===== src/rtl/fetch_buffer.sv =====
// Instruction fetch buffer: a single-outstanding-request fetch FSM feeding a circular FIFO.
// Optional feature: define FETCH_BUFFER_PERF_EN to add the saturating starve_cycles counter.
module fetch_buffer #(
  parameter int          DEPTH    = 8,
  parameter logic [31:0] RESET_PC = 32'h0000_0000,
  parameter int          ISSUE_W  = 2
) (
  input  logic                       clk,
  input  logic                       rst,
  input  logic                       en,
  output logic                       mem_req,
  output logic [31:0]                mem_addr,
  input  logic                       mem_ack,
  input  logic [31:0]                mem_rdata,
  input  logic                       flush,
  input  logic [31:0]                redirect_pc,
  input  logic [1:0]                 pop_count,
  output logic [31:0]                instr0,
  output logic [31:0]                instr1,
  output logic [31:0]                pc0,
  output logic                       valid0,
  output logic                       valid1,
  output logic [$clog2(DEPTH):0]     count,
  output logic                       empty
`ifdef FETCH_BUFFER_PERF_EN
  ,
  output logic [31:0]                starve_cycles
`endif
);

  localparam int            AW   = $clog2(DEPTH);
  localparam int            CW   = AW + 1;
  localparam logic [CW-1:0] FULL = CW'(DEPTH);

  typedef enum logic [1:0] {IDLE, WAIT, DRAIN} state_t;

  state_t          state_q, state_d;
  logic            mem_req_q, mem_req_d;
  logic [31:0]     mem_addr_q, mem_addr_d;
  logic [31:0]     fetch_pc_q, fetch_pc_d;
  logic [AW-1:0]   rptr_q, rptr_d;
  logic [AW-1:0]   wptr_q, wptr_d;
  logic [CW-1:0]   count_q, count_d;
  logic [31:0]     mem_q [DEPTH];
  logic            push;
  logic [1:0]      pop_n;
  logic [31:0]     redirect_al;

  assign redirect_al = redirect_pc & ~32'h3;

  // Pops are clamped to the issue width and to what is already resident.
  always_comb begin
    pop_n = pop_count;
    if (pop_n > 2'(ISSUE_W)) pop_n = 2'(ISSUE_W);
    if (CW'(pop_n) > count_q) pop_n = count_q[1:0];
  end

  // A request only issues from IDLE with a free slot, so its ack always has room.
  always_comb begin
    state_d    = state_q;
    mem_req_d  = mem_req_q;
    mem_addr_d = mem_addr_q;
    fetch_pc_d = fetch_pc_q;
    push       = 1'b0;
    case (state_q)
      IDLE: begin
        if (flush) begin
          fetch_pc_d = redirect_al;
        end else if (count_q != FULL) begin
          state_d    = WAIT;
          mem_req_d  = 1'b1;
          mem_addr_d = fetch_pc_q;
        end
      end
      WAIT: begin
        if (flush) begin
          fetch_pc_d = redirect_al;
          if (mem_ack) begin
            state_d   = IDLE;
            mem_req_d = 1'b0;
          end else begin
            state_d = DRAIN;
          end
        end else if (mem_ack) begin
          push       = 1'b1;
          fetch_pc_d = fetch_pc_q + 32'd4;
          state_d    = IDLE;
          mem_req_d  = 1'b0;
        end
      end
      DRAIN: begin
        if (flush) fetch_pc_d = redirect_al;
        if (mem_ack) begin
          state_d   = IDLE;
          mem_req_d = 1'b0;
        end
      end
      default: begin
        state_d   = IDLE;
        mem_req_d = 1'b0;
      end
    endcase
  end

  always_comb begin
    rptr_d  = rptr_q + AW'(pop_n);
    wptr_d  = wptr_q + AW'(push);
    count_d = count_q - CW'(pop_n) + CW'(push);
    if (flush) begin
      rptr_d  = '0;
      wptr_d  = '0;
      count_d = '0;
    end
  end

  always_ff @(posedge clk or posedge rst) begin
    if (rst) begin
      state_q    <= IDLE;
      mem_req_q  <= 1'b0;
      mem_addr_q <= RESET_PC;
      fetch_pc_q <= RESET_PC;
      rptr_q     <= '0;
      wptr_q     <= '0;
      count_q    <= '0;
    end else if (en) begin
      state_q    <= state_d;
      mem_req_q  <= mem_req_d;
      mem_addr_q <= mem_addr_d;
      fetch_pc_q <= fetch_pc_d;
      rptr_q     <= rptr_d;
      wptr_q     <= wptr_d;
      count_q    <= count_d;
    end
  end

  // Storage needs no reset: every read is gated by the occupancy count.
  always_ff @(posedge clk) begin
    if (en && push) mem_q[wptr_q] <= mem_rdata;
  end

  assign mem_req  = mem_req_q;
  assign mem_addr = mem_addr_q;
  assign count    = count_q;
  assign empty    = (count_q == '0);
  assign valid0   = !empty;
  assign instr0   = valid0 ? mem_q[rptr_q] : 32'd0;
  // Resident words are always the contiguous run ending just below fetch_pc.
  assign pc0      = fetch_pc_q - 32'({count_q, 2'b00});

  if (ISSUE_W > 1) begin : g_slot1
    assign valid1 = (count_q > CW'(1));
    assign instr1 = valid1 ? mem_q[rptr_q + AW'(1)] : 32'd0;
  end else begin : g_no_slot1
    assign valid1 = 1'b0;
    assign instr1 = 32'd0;
  end

`ifdef FETCH_BUFFER_PERF_EN
  logic [31:0] starve_q, starve_d;

  always_comb begin
    starve_d = starve_q;
    if (empty && !flush && (starve_q != 32'hFFFF_FFFF)) starve_d = starve_q + 32'd1;
  end

  always_ff @(posedge clk or posedge rst) begin
    if (rst)     starve_q <= '0;
    else if (en) starve_q <= starve_d;
  end

  assign starve_cycles = starve_q;
`endif

endmodule


===== config.mk =====
export PLATFORM = sky130hd
export DESIGN_NAME = fetch_buffer
export DESIGN_NICKNAME = d
export VERILOG_FILES = /design/src/rtl/fetch_buffer.sv
export SDC_FILE = /design/constraint.sdc
export NUM_CORES = 1
export LEC_CHECK = 0
export BUFFER_PORTS_ARGS = -buffer_cell sky130_fd_sc_hd__buf_2
export CORE_MARGIN = 2
export CORE_UTILIZATION = 30
export DETAILED_ROUTE_END_ITERATION = 6
export SETUP_SLACK_MARGIN = 0.5
export SKIP_LAST_GASP = 1
export SLEW_MARGIN = 0
export SYNTH_ARGS = -nofsm -noshare
export SYNTH_HDL_FRONTEND = slang
export SYNTH_SLANG_ARGS = --single-unit
export TNS_END_PERCENT = 1

===== constraint.sdc =====
create_clock -name clk -period 5.7 [get_ports clk]
set_input_delay 1.425 -clock clk [delete_from_list [all_inputs] [get_ports clk]]
set_output_delay 1.425 -clock clk [all_outputs]
set_load 0.02 [all_outputs]

==> impl_results.md, run 1 <==
- EDFF count, synth: between 200 and 300
- Type of element capturing the critical path: output port
- Number of top-level pins: 207
- Leakage power: 6.82 nW
- Final Wtd Congestion: roughly 0.83
- Setup total negative slack: 0 ps
- Initial DRC Count: 858
- # hold bufs at CTS: 0
- Sort of element at the start of the critical path: flip-flop
- DRT antenna net count: 0
- Drt drc: 0
- Critical path origin: count[1]
- Setup bufs post-CTS: 0
- Setup skew after layout: 24.5 ps
- Netlist area before placement: ~17000 µm²
- Most common cell after layout, fill and taps aside: sky130_fd_sc_hd__edfxtp_1
- Main synth FF type: sky130_fd_sc_hd__edfxtp_1
- Proportion of layout cells with a drive suffix above 1: 0.346
- Crit path to: pc0[31]
- Per-cell routed wire length: 21.9 µm
- Number of antenna violations at the first check in global routing: 7
- Clock latency on the worst-skew pair: 570 ps
- Vias in the first global route: between 10000 and 15000
- Number of gates resized after cts: 0
- Number of pins with negative max-slew slack in the final report: 0
- CTS H-Tree Depth: 2
- Via density per instance: 5.26
- First-pass iteration count of the detailed router: 5
- F_max: around 0.22 GHz
- Asr flop ratio synth: 0.222
- Total routing usage reported by global routing: 0.160
- CTS clk-pin slew, worst paths: 60 ps
- Max Cap Viol: 0
- Netlist cell types: between 50 and 60
- Depth of the worst register-to-register path: 13
- Register-to-register path setup slack: 2530 ps
- TritonCTS Buffers: 39
- Launch point of the worst reg-to-reg path: count[1]
- TritonCTS clock tree: done
- Area added between synthesis and finish: 18.2%
- Port Buf Inserts: 200
- Leftover overflow at the end of global routing: 0
- WP data arrival: about 3200 ps
- Buffers from clock root to sink, at most: 3
- Die boundary width: between 200 and 250 µm
- RSZ-0062 raised after global routing: no
- Die area: between 50000 and 60000 µm²
- Post-route total power: 10.8 mW
- Root buffer cell: sky130_fd_sc_hd__clkbuf_16
- Result of the run: completed
- Starting density of the core: 0.305
- Number of nets in the final layout: ~1400
- Crit path max fanout: 6
- Power per cell area: about 550 nW/µm²
- HPWL Detailed: between 20000 and 30000 µm
- Hold Crit Class: flip-flop to flip-flop
- Seq cells post-synth: about 330
- Count of standard-cell rows: 85
- Total Routed Length: between 40000 and 50000 µm
- Critical path required time: between 4000 and 5000 ps
- First-pass GRT wire length: around 69000 µm
- Gate Count Post-Synth: around 1200
- Pin count of the biggest net entering global routing: 131
- Total number of vias: ~11000
- Share of the yosys chip area belonging to registers: 0.576
- Max_slew headroom: 0.206
- Number of sinks on the clock net: about 330
- Die Y: approximately 240 µm
- Critical setup path kind: flip-flop to output port
- Final Hold Vio Count: 0
- Synth warnings: 0
- Final worst path period share: 0.814
- Highest-count cells in the layout ignoring fill and taps: sky130_fd_sc_hd__edfxtp_1, sky130_fd_sc_hd__buf_2, sky130_fd_sc_hd__nand2_1
- Min cycle time layout: between 4000 and 5000 ps
- Avg Inst Size Synth: between 10 and 15 µm²
- Reg-to-Reg End: count[3]
- Worst Tran Pin Value: roughly 1200 ps
- Core ar.: 54100 µm²
- Setup violation total in the final timing report: 0
- Maximum resistive drop on vdd: between 0.0004 and 0.0005 V
## layout make-up
cell class | instances | area, µm²
Fill cell | 5173 | 34600
Sequential cell | 329 | 9520
Multi-Input combinational cell | 722 | 6580
Timing Repair Buffer | 225 | 1210
Clock buffer | 51 | 1030
Tap cell | 696 | 871
Clock inverter | 19 | 184
Inverter | 28 | 105
Antenna cell | 3 | 7.51
## logic make-up (layout without fill, tap and decap cells)
group,after synthesis,count (layout),share of synthesized area
other,1,7,0.000227
XOR/XNOR,31,31,0.0164
flip-flops,329,329,0.576
AND/OR/NAND/NOR,310,310,0.0881
adder cells (fa/ha/maj),26,26,0.0211
buffers and inverters,124,323,0.0333
AO/OA/AOI/OAI,188,188,0.0666
multiplexers,163,163,0.198
## registers in the layout, indices dropped and copies added (netlist names)
register,count
wptr_q,3
mem_q,256
rptr_q,3
mem_req,1
state_q,2
count,4
mem_addr,30
fetch_pc_q,30
## how the worst min path moves through the flow
stage / start / slack (ps) / to / cells after the start
CTS: mem_addr[21] / 510 / mem_addr[21] / 1
finish: mem_addr[12] / 500 / mem_addr[12] / 1
floorplan: state_q[0] / 530 / state_q[0] / 2
global route: mem_addr[23] / 520 / mem_addr[23] / 1
global placement: mem_addr[12] / 490 / mem_addr[12] / 1
detailed placement: mem_addr[12] / 490 / mem_addr[12] / 1
## report_power, final
part | internal (mW) | switching (mW)
combinational | 2.01 | 3.15
sequential | 2.85 | 0.377
clock | 1.38 | 1.01
## Yosys cell counts (10+ instances only)
cell / n / area share
sky130_fd_sc_hd__nor3_1: 13 / 0.0039
sky130_fd_sc_hd__xnor2_1: 16 / 0.0085
sky130_fd_sc_hd__o22ai_1: 15 / 0.0057
sky130_fd_sc_hd__xor2_1: 15 / 0.0080
sky130_fd_sc_hd__a311oi_1: 10 / 0.0053
sky130_fd_sc_hd__clkbuf_1: 45 / 0.010
sky130_fd_sc_hd__a21oi_1: 102 / 0.031
sky130_fd_sc_hd__dfrtp_1: 73 / 0.11
sky130_fd_sc_hd__inv_1: 27 / 0.0061
sky130_fd_sc_hd__mux2_2: 31 / 0.021
sky130_fd_sc_hd__o21ai_0: 28 / 0.0085
sky130_fd_sc_hd__nor2_1: 29 / 0.0066
sky130_fd_sc_hd__buf_2: 40 / 0.012
sky130_fd_sc_hd__edfxtp_1: 256 / 0.47
sky130_fd_sc_hd__nand2_1: 181 / 0.041
sky130_fd_sc_hd__mux4_2: 128 / 0.17
sky130_fd_sc_hd__nand3_1: 23 / 0.0070
sky130_fd_sc_hd__ha_1: 23 / 0.017
## routing by layer
metal	share of wire	track usage
met1	0.42	0.214
met2	0.48	0.262
met3	0.067	0.0343
met4	0.024	0.0479
met5	0.0010	0
## critical path: stages, from the launching register on
cell and delay, ps:
sky130_fd_sc_hd__dfrtp_1 540, sky130_fd_sc_hd__inv_1 150, sky130_fd_sc_hd__ha_1 330, sky130_fd_sc_hd__nand4bb_1 110, sky130_fd_sc_hd__a21boi_0 330, sky130_fd_sc_hd__nor4_4 620
sky130_fd_sc_hd__nand3b_1 160, sky130_fd_sc_hd__xnor2_1 200, sky130_fd_sc_hd__buf_2 200
## per-stage QoR
step	instance area (µm²)	setup slack [ps]	std cells	utilization	hold WS (ps)
finish	19500	1060	2073	0.360	501
global route	19500	818	2072	0.360	522
CTS	19500	931	2070	0.360	507
detailed placement	18300	1570	2000	0.338	493
global placement	18300	1580	2000	0.338	486
floorplan	16500	975	1175	-	527
Power figures use the tool's default switching activity.
==> inputs of run 2 (changes only) <==
==> constraint.sdc (replaced) <==
create_clock -name clk -period 4.51 [get_ports clk]
set_input_delay 1.1275 -clock clk [delete_from_list [all_inputs] [get_ports clk]]
set_output_delay 1.1275 -clock clk [all_outputs]
set_load 0.02 [all_outputs]
==> impl_results.md, run 2 (synthesized netlist as in run 1, its figures left out) <==
- Number of nets in the final layout: 1457 (+1.0%)
- Max Cap Viol: 0 (unchanged)
- Highest-count cells in the layout ignoring fill and taps: sky130_fd_sc_hd__edfxtp_1, sky130_fd_sc_hd__buf_2, sky130_fd_sc_hd__nand2_1
- Vias in the first global route: 11089 (+0.23%)
- WP data arrival: 2860 ps (-350 ps)
- Number of pins with negative max-slew slack in the final report: 0 (unchanged)
- Largest register by flop count: mem_q
- Clock latency on the worst-skew pair: 560 ps (about the same)
- Cell-by-cell listing of the critical path: or4_4 -> or2_4 -> nor4_4 -> buf_4 -> nand3b_1 -> xnor2_1 -> buf_2
- Hold Crit Class: flip-flop to flip-flop
- Crit path max fanout: 11 (+5)
- Maximum resistive drop on vdd: 0.000419 V (-6.1%)
- First-pass GRT wire length: 68900 µm (+0.24%)
- Leftover overflow at the end of global routing: 0 (unchanged)
- Buffers from clock root to sink, at most: 3 (unchanged)
- TritonCTS Buffers: 38 (-2.6%)
- Total routing usage reported by global routing: 0.161 (+0.00126)
- RSZ-0062 raised after global routing: yes
- Initial DRC Count: 1020 (+19%)
- Number of top-level pins: 207 (unchanged)
- Die Y: 239 µm (unchanged)
- Slowest stage cell, crit path: sky130_fd_sc_hd__or4_4
- Via density per instance: 5.31 (+1.1%)
- Power per cell area: 704 nW/µm² (+28%)
- Final core utilization: 0.366 (+0.00585)
- Worst Tran Pin Value: 1000 ps (-185 ps)
- Worst setup slack before clock tree synthesis: 760 ps (-812 ps)
- Type of element capturing the critical path: output port
- Number of antenna violations at the first check in global routing: 7 (unchanged)
- Final Wtd Congestion: 0.852 (+2.8%)
- Port Buf Inserts: 200 (unchanged)
- First-pass iteration count of the detailed router: 5 (unchanged)
- Starting density of the core: 0.305 (unchanged)
- Final worst path period share: 0.885
- CP peak stage delay: 580 ps (-40 ps)
- Met2 routed wirelength: 21800 µm (-0.75%)
- Number of sinks on the clock net: 329 (unchanged)
- Result of the run: completed
- Fill cell total of the finished layout: 5173 (unchanged)
- Setup violation total in the final timing report: 0 (unchanged)
- HPWL Detailed: 28300 µm (+0.43%)
- Critical setup path kind: flip-flop to output port
- Met3 routed wirelength: 3060 µm (+1.2%)
- Final Hold Vio Count: 0 (unchanged)
- Count of standard-cell rows: 85 (unchanged)
- Core ar.: 54100 µm² (unchanged)
- DRT antenna net count: 0 (unchanged)
- Die boundary width: 239 µm (unchanged)
- Root buffer cell: sky130_fd_sc_hd__clkbuf_16
- Highest layer used for signal routing: met5
- Sort of element at the start of the critical path: flip-flop
- Count of non-filler cells in the finished layout: 2088 (+0.72%)
- Buffers plus inverters on the worst setup path: 2 (unchanged)
- Flip-flop count of the largest register, all copies and words added: 256 (unchanged)
- Setup total negative slack: 0 ps (unchanged)
- Critical path required time: 3380 ps (-900 ps)
- Drt drc: 0 (unchanged)
- Most common cell after layout, fill and taps aside: sky130_fd_sc_hd__edfxtp_1
- CTS clk-pin slew, worst paths: 60 ps (about the same)
- Max_slew headroom: 0.326 (+0.120)
- CTS H-Tree Depth: 2 (unchanged)
- Area added between synthesis and finish: 20.1%
- Per-cell routed wire length: 22.3 µm (+2.1%)
- Leakage power: 6.96 nW (+1.9%)
- # hold bufs at CTS: 0 (unchanged)
- Worst hold slack: 501 ps (-0.643 ps)
- Cell family contributing the most delay on the critical path: simple AND/OR/NAND/NOR gates
- Total routed wire length on the met1 layer: 20700 µm (+7.9%)
- Setup skew after layout: 16.7 ps (-7.73 ps)
- Die area: 56900 µm² (unchanged)
- Pin count of the biggest net entering global routing: 67 (-49%)
- F_max: ~0.25 GHz
- Proportion of layout cells with a drive suffix above 1: 0.358 (+0.0119)
- Final critical-path setup slack: 521 ps (-542 ps)
- TritonCTS clock tree: done
- Number of placed instances, taps included: 2006 (+0.30%)
- Min cycle time layout: between 3000 and 4000 ps
- Total Routed Length: 46600 µm (+2.9%)
- Total number of vias: 11095 (+1.8%)
run 2: cell count changes in the layout (fill, tap and decap cells not counted), sizes merged:
cell,before,now
buf,225,239
diode,3,5
clkbuf,51,45
clkinv,14,17
bufinv,2,4
bufbuf,0,1
inv,29,28
run 2: cell type report:
class | count | area, µm² | area share
Clock buffer | 44 | 973 | 0.0491
Tap cell | 696 | 871 | 0.0439
Antenna cell | 5 | 12.5 | 0.000631
Timing Repair Buffer | 241 | 1490 | 0.0749
Clock inverter | 23 | 246 | 0.0124
Multi-Input combinational cell | 722 | 6610 | 0.333
Inverter | 28 | 105 | 0.00530
Sequential cell | 329 | 9520 | 0.480
run 2: per-stage QoR:
stage | power (mW) | area (µm²)
6_report | 14.0 | 19800
3_5_place_dp | 10.8 | 18400
4_1_cts | 14.0 | 19700
5_1_grt | 14.8 | 19800
2_1_floorplan | 8.58 | 16500
3_3_place_gp | 10.7 | 18400
run 2: where the power goes:
group          internal [mW]  switching, mW
logic                   2.71           4.08
registers               3.60          0.513
clock network           1.79           1.27
total                   8.10           5.86
run 2: path summary, 6_finish.rpt:
kind                                from             to  slack [ps]  cells after the start
min                          mem_addr[9]    mem_addr[9]         500                      1
min in group asynchronous            rst   mem_addr[28]         640                      3
max                        fetch_pc_q[8]        pc0[31]         520                      7
max in group asynchronous            rst  fetch_pc_q[8]        3270                      3
max reg2reg                     count[1]       count[3]        1420                     13
min reg2reg                  mem_addr[9]    mem_addr[9]         500                      1
run 2: what timing repair did:
item | in CTS | in global routing
hold endpoints to repair | 0 | 0
buffers inserted | 4 | 4
pin swaps | 3 | 0
endpoints found under the setup margin | 67 | 54
resized for setup | 4 | 9
gates cloned | 1 | 1
run 2: layer usage:
metal  vias to the layer above  GRT usage
li1                       4903          -
met1                      5715      0.225
met2                       403      0.253
met3                        70     0.0333
met4                         4     0.0498
met5                         -          0
==> inputs of run 3 (changes only) <==
--- a/config.mk
+++ b/config.mk
@@ -6,6 +6,7 @@
 export NUM_CORES = 1
 export LEC_CHECK = 0
 export BUFFER_PORTS_ARGS = -buffer_cell sky130_fd_sc_hd__buf_2
+export CORE_ASPECT_RATIO = 1.4
 export CORE_MARGIN = 2
 export CORE_UTILIZATION = 30
 export DETAILED_ROUTE_END_ITERATION = 6
==> impl_results.md, run 3 (synthesized netlist as in run 1, its figures left out) <==
- Hold Crit Class: flip-flop to flip-flop
- Core ar.: 54300 µm² (+0.38%)
- Clock share of power: 0.214 (-0.005)
- Leftover overflow at the end of global routing: 0 (unchanged)
- Flip-flop count of the largest register, all copies and words added: 256 (unchanged)
- Most common cell after layout, fill and taps aside: sky130_fd_sc_hd__edfxtp_1
- Reg-to-Reg End: count[3]
- Port Buf Inserts: 200 (unchanged)
- Hold Path Depth: 1 (unchanged)
- Worst hold slack: 498 ps (-2.75 ps)
- Total number of vias: 11026 (-0.62%)
- Die area: 57000 µm² (about the same)
- Final Hold Vio Count: 0 (unchanged)
- Clock latency on the worst-skew pair: 550 ps (about the same)
- Switching power summed over all nets: 5.77 mW (-1.6%)
- Die boundary width: 202 µm (-15%)
- GR met2 Demand/Resource: 0.299 (+0.0457)
- Leakage power: 6.89 nW (-0.94%)
- Maximum resistive drop on vdd: 0.000539 V (+29%)
- Number of pins with negative max-slew slack in the final report: 0 (unchanged)
- Share of total power consumed by net switching: 0.420 (about the same)
- Starting density of the core: 0.304 (-0.00116)
- Critical path required time: 3380 ps (about the same)
- Hold Crit Start: mem_addr[24]
- Setup violation total in the final timing report: 0 (unchanged)
- Sort of element at the start of the critical path: flip-flop
- Area added between synthesis and finish: 19.1%
- Drt drc: 0 (unchanged)
- Cell-by-cell listing of the critical path: or4_4 -> or2_4 -> nor4_4 -> buf_4 -> nand3_1 -> xnor2_1 -> buf_2
- Per-cell routed wire length: 22.1 µm (-1.1%)
- Initial DRC Count: 510 (-50%)
- Number of sinks on the clock net: 329 (unchanged)
- Die Y: 282 µm (+18%)
- Buffers from clock root to sink, at most: 3 (unchanged)
- Total Routed Length: 46500 µm (-0.28%)
- Final Wtd Congestion: 0.834 (-2.1%)
- CP peak stage delay: 590 ps (about the same)
- Hold Crit Endpoint: mem_addr[24]
- Crit path max fanout: 10 (-1)
- Largest register by flop count: mem_q
- # hold bufs at CTS: 0 (unchanged)
- Result of the run: completed
- Highest-count cells in the layout ignoring fill and taps: sky130_fd_sc_hd__edfxtp_1, sky130_fd_sc_hd__buf_2, sky130_fd_sc_hd__nand2_1
- Number of top-level pins: 207 (unchanged)
- Combinational share of power: 0.486 (about the same)
- WP data arrival: 2820 ps (-40 ps)
- CTS H-Tree Depth: 2 (unchanged)
- Pin count of the biggest net entering global routing: 131 (+96%)
- DRT antenna net count: 0 (unchanged)
- Post-route total power: 13.7 mW (-1.6%)
- Number of nets in the final layout: 1452 (-0.34%)
- Max_slew headroom: 0.395 (+0.0687)
- First-pass iteration count of the detailed router: 5 (unchanged)
- TritonCTS clock tree: done
- TritonCTS Buffers: 36 (-5.3%)
- Root buffer cell: sky130_fd_sc_hd__clkbuf_16
- Launch point of the worst reg-to-reg path: count[1]
- HPWL Detailed: 30000 µm (+6.1%)
- Type of element capturing the critical path: output port
- First-pass GRT wire length: 69500 µm (+0.92%)
- Proportion of layout cells with a drive suffix above 1: 0.356 (-0.00160)
- Via density per instance: 5.24 (-1.4%)
- Cell internal pwr: 7.97 mW (-1.6%)
- Power per cell area: 699 nW/µm² (-0.80%)
- Max Cap Viol: 0 (unchanged)
- Count of standard-cell rows: 101 (+19%)
- Busiest layer in global routing: met2
- Register-to-register path setup slack: 1480 ps (+60 ps)
- RSZ-0062 raised after global routing: yes
- Fill cell total of the finished layout: 5246 (+1.4%)
- Min cycle time layout: 3950 ps (-37.9 ps)
- Critical setup path kind: flip-flop to output port
- Global Route met1 Usage: 0.189 (-0.0352)
- Global routing usage on met3: 0.0291 (-0.00413)
- Final worst path period share: 0.876 (-0.00841)
- F_max: 0.253 GHz (+0.96%)
- Total routing usage reported by global routing: 0.162 (+0.00118)
- Vias in the first global route: 11494 (+3.7%)
- Portion of total power attributed to sequential cells: 0.300 (+0.006)
- Setup skew after layout: 19.1 ps (+2.37 ps)
- Number of antenna violations at the first check in global routing: 4 (-3)
- CTS clk-pin slew, worst paths: 60 ps (about the same)
- Slowest stage cell, crit path: sky130_fd_sc_hd__or4_4
- Depth of the worst register-to-register path: 14 (+1)
- Setup total negative slack: 0 ps (unchanged)
- Worst Tran Pin Value: 908 ps (-94.7 ps)
## run 3: power groups by stage
stage               combinational [mW]  clock [mW]  sequential, mW
floorplan                         4.56           0            4.02
global placement                  6.69           0            4.16
detailed placement                6.74           0            4.18
CTS                               6.81        3.02            4.12
global route                      7.23        3.12            4.18
finish                            6.68        2.94            4.12
## run 3: metal layers
layer  vias up  share of wire
met4         4          0.029
met5         -        0.00047
met2       381           0.53
met1      5660           0.39
li1       4890              -
met3        91          0.055
## run 3: cell type report
| cell class | count | area (µm²) | area share |
|---|---|---|---|
| Antenna cell | 2 | 5.00 | 0.000254 |
| Clock buffer | 45 | 976 | 0.0496 |
| Clock inverter | 20 | 190 | 0.00967 |
| Inverter | 28 | 105 | 0.00534 |
| Multi-Input combinational cell | 722 | 6600 | 0.335 |
| Sequential cell | 329 | 9530 | 0.484 |
| Tap cell | 721 | 902 | 0.0459 |
| Timing Repair Buffer | 238 | 1370 | 0.0698 |
## run 3: timing repair
action,in CTS,in global routing
resized for setup,0,6
setup buffers,3,0
endpoints found under the setup margin,30,34
cloned,0,0
endpoints found under the hold margin,0,0
pin swaps,3,1
## run 3: how the worst max path moves through the flow
stage / startpoint / cells after the start / end
2_1_floorplan: flush / 5 / mem_q[0][0]
4_1_cts: rptr_q[2] / 5 / instr1[27]
3_3_place_gp: pop_count[1] / 14 / count[3]
6_report: fetch_pc_q[9] / 7 / pc0[25]
5_1_grt: fetch_pc_q[9] / 7 / pc0[25]
3_5_place_dp: pop_count[1] / 14 / count[3]
## run 3: worst max-delay path, delay by kind of cell, from the launching register on
| family | cells | cell delay (ps) |
|---|---|---|
| XOR/XNOR | 1 | 140 |
| buffers and inverters | 2 | 390 |
| flip-flops | 1 | 520 |
| AND/OR/NAND/NOR | 4 | 1210 |
## run 3: metrics by stage
step	instance area [µm²]	instances	worst slack [ps]	util
2_1_floorplan	16500	1175	84.9	-
3_3_place_gp	18500	2035	777	0.340
3_5_place_dp	18500	2035	781	0.340
4_1_cts	19600	2103	425	0.362
5_1_grt	19700	2104	445	0.362
6_report	19700	2105	558	0.362
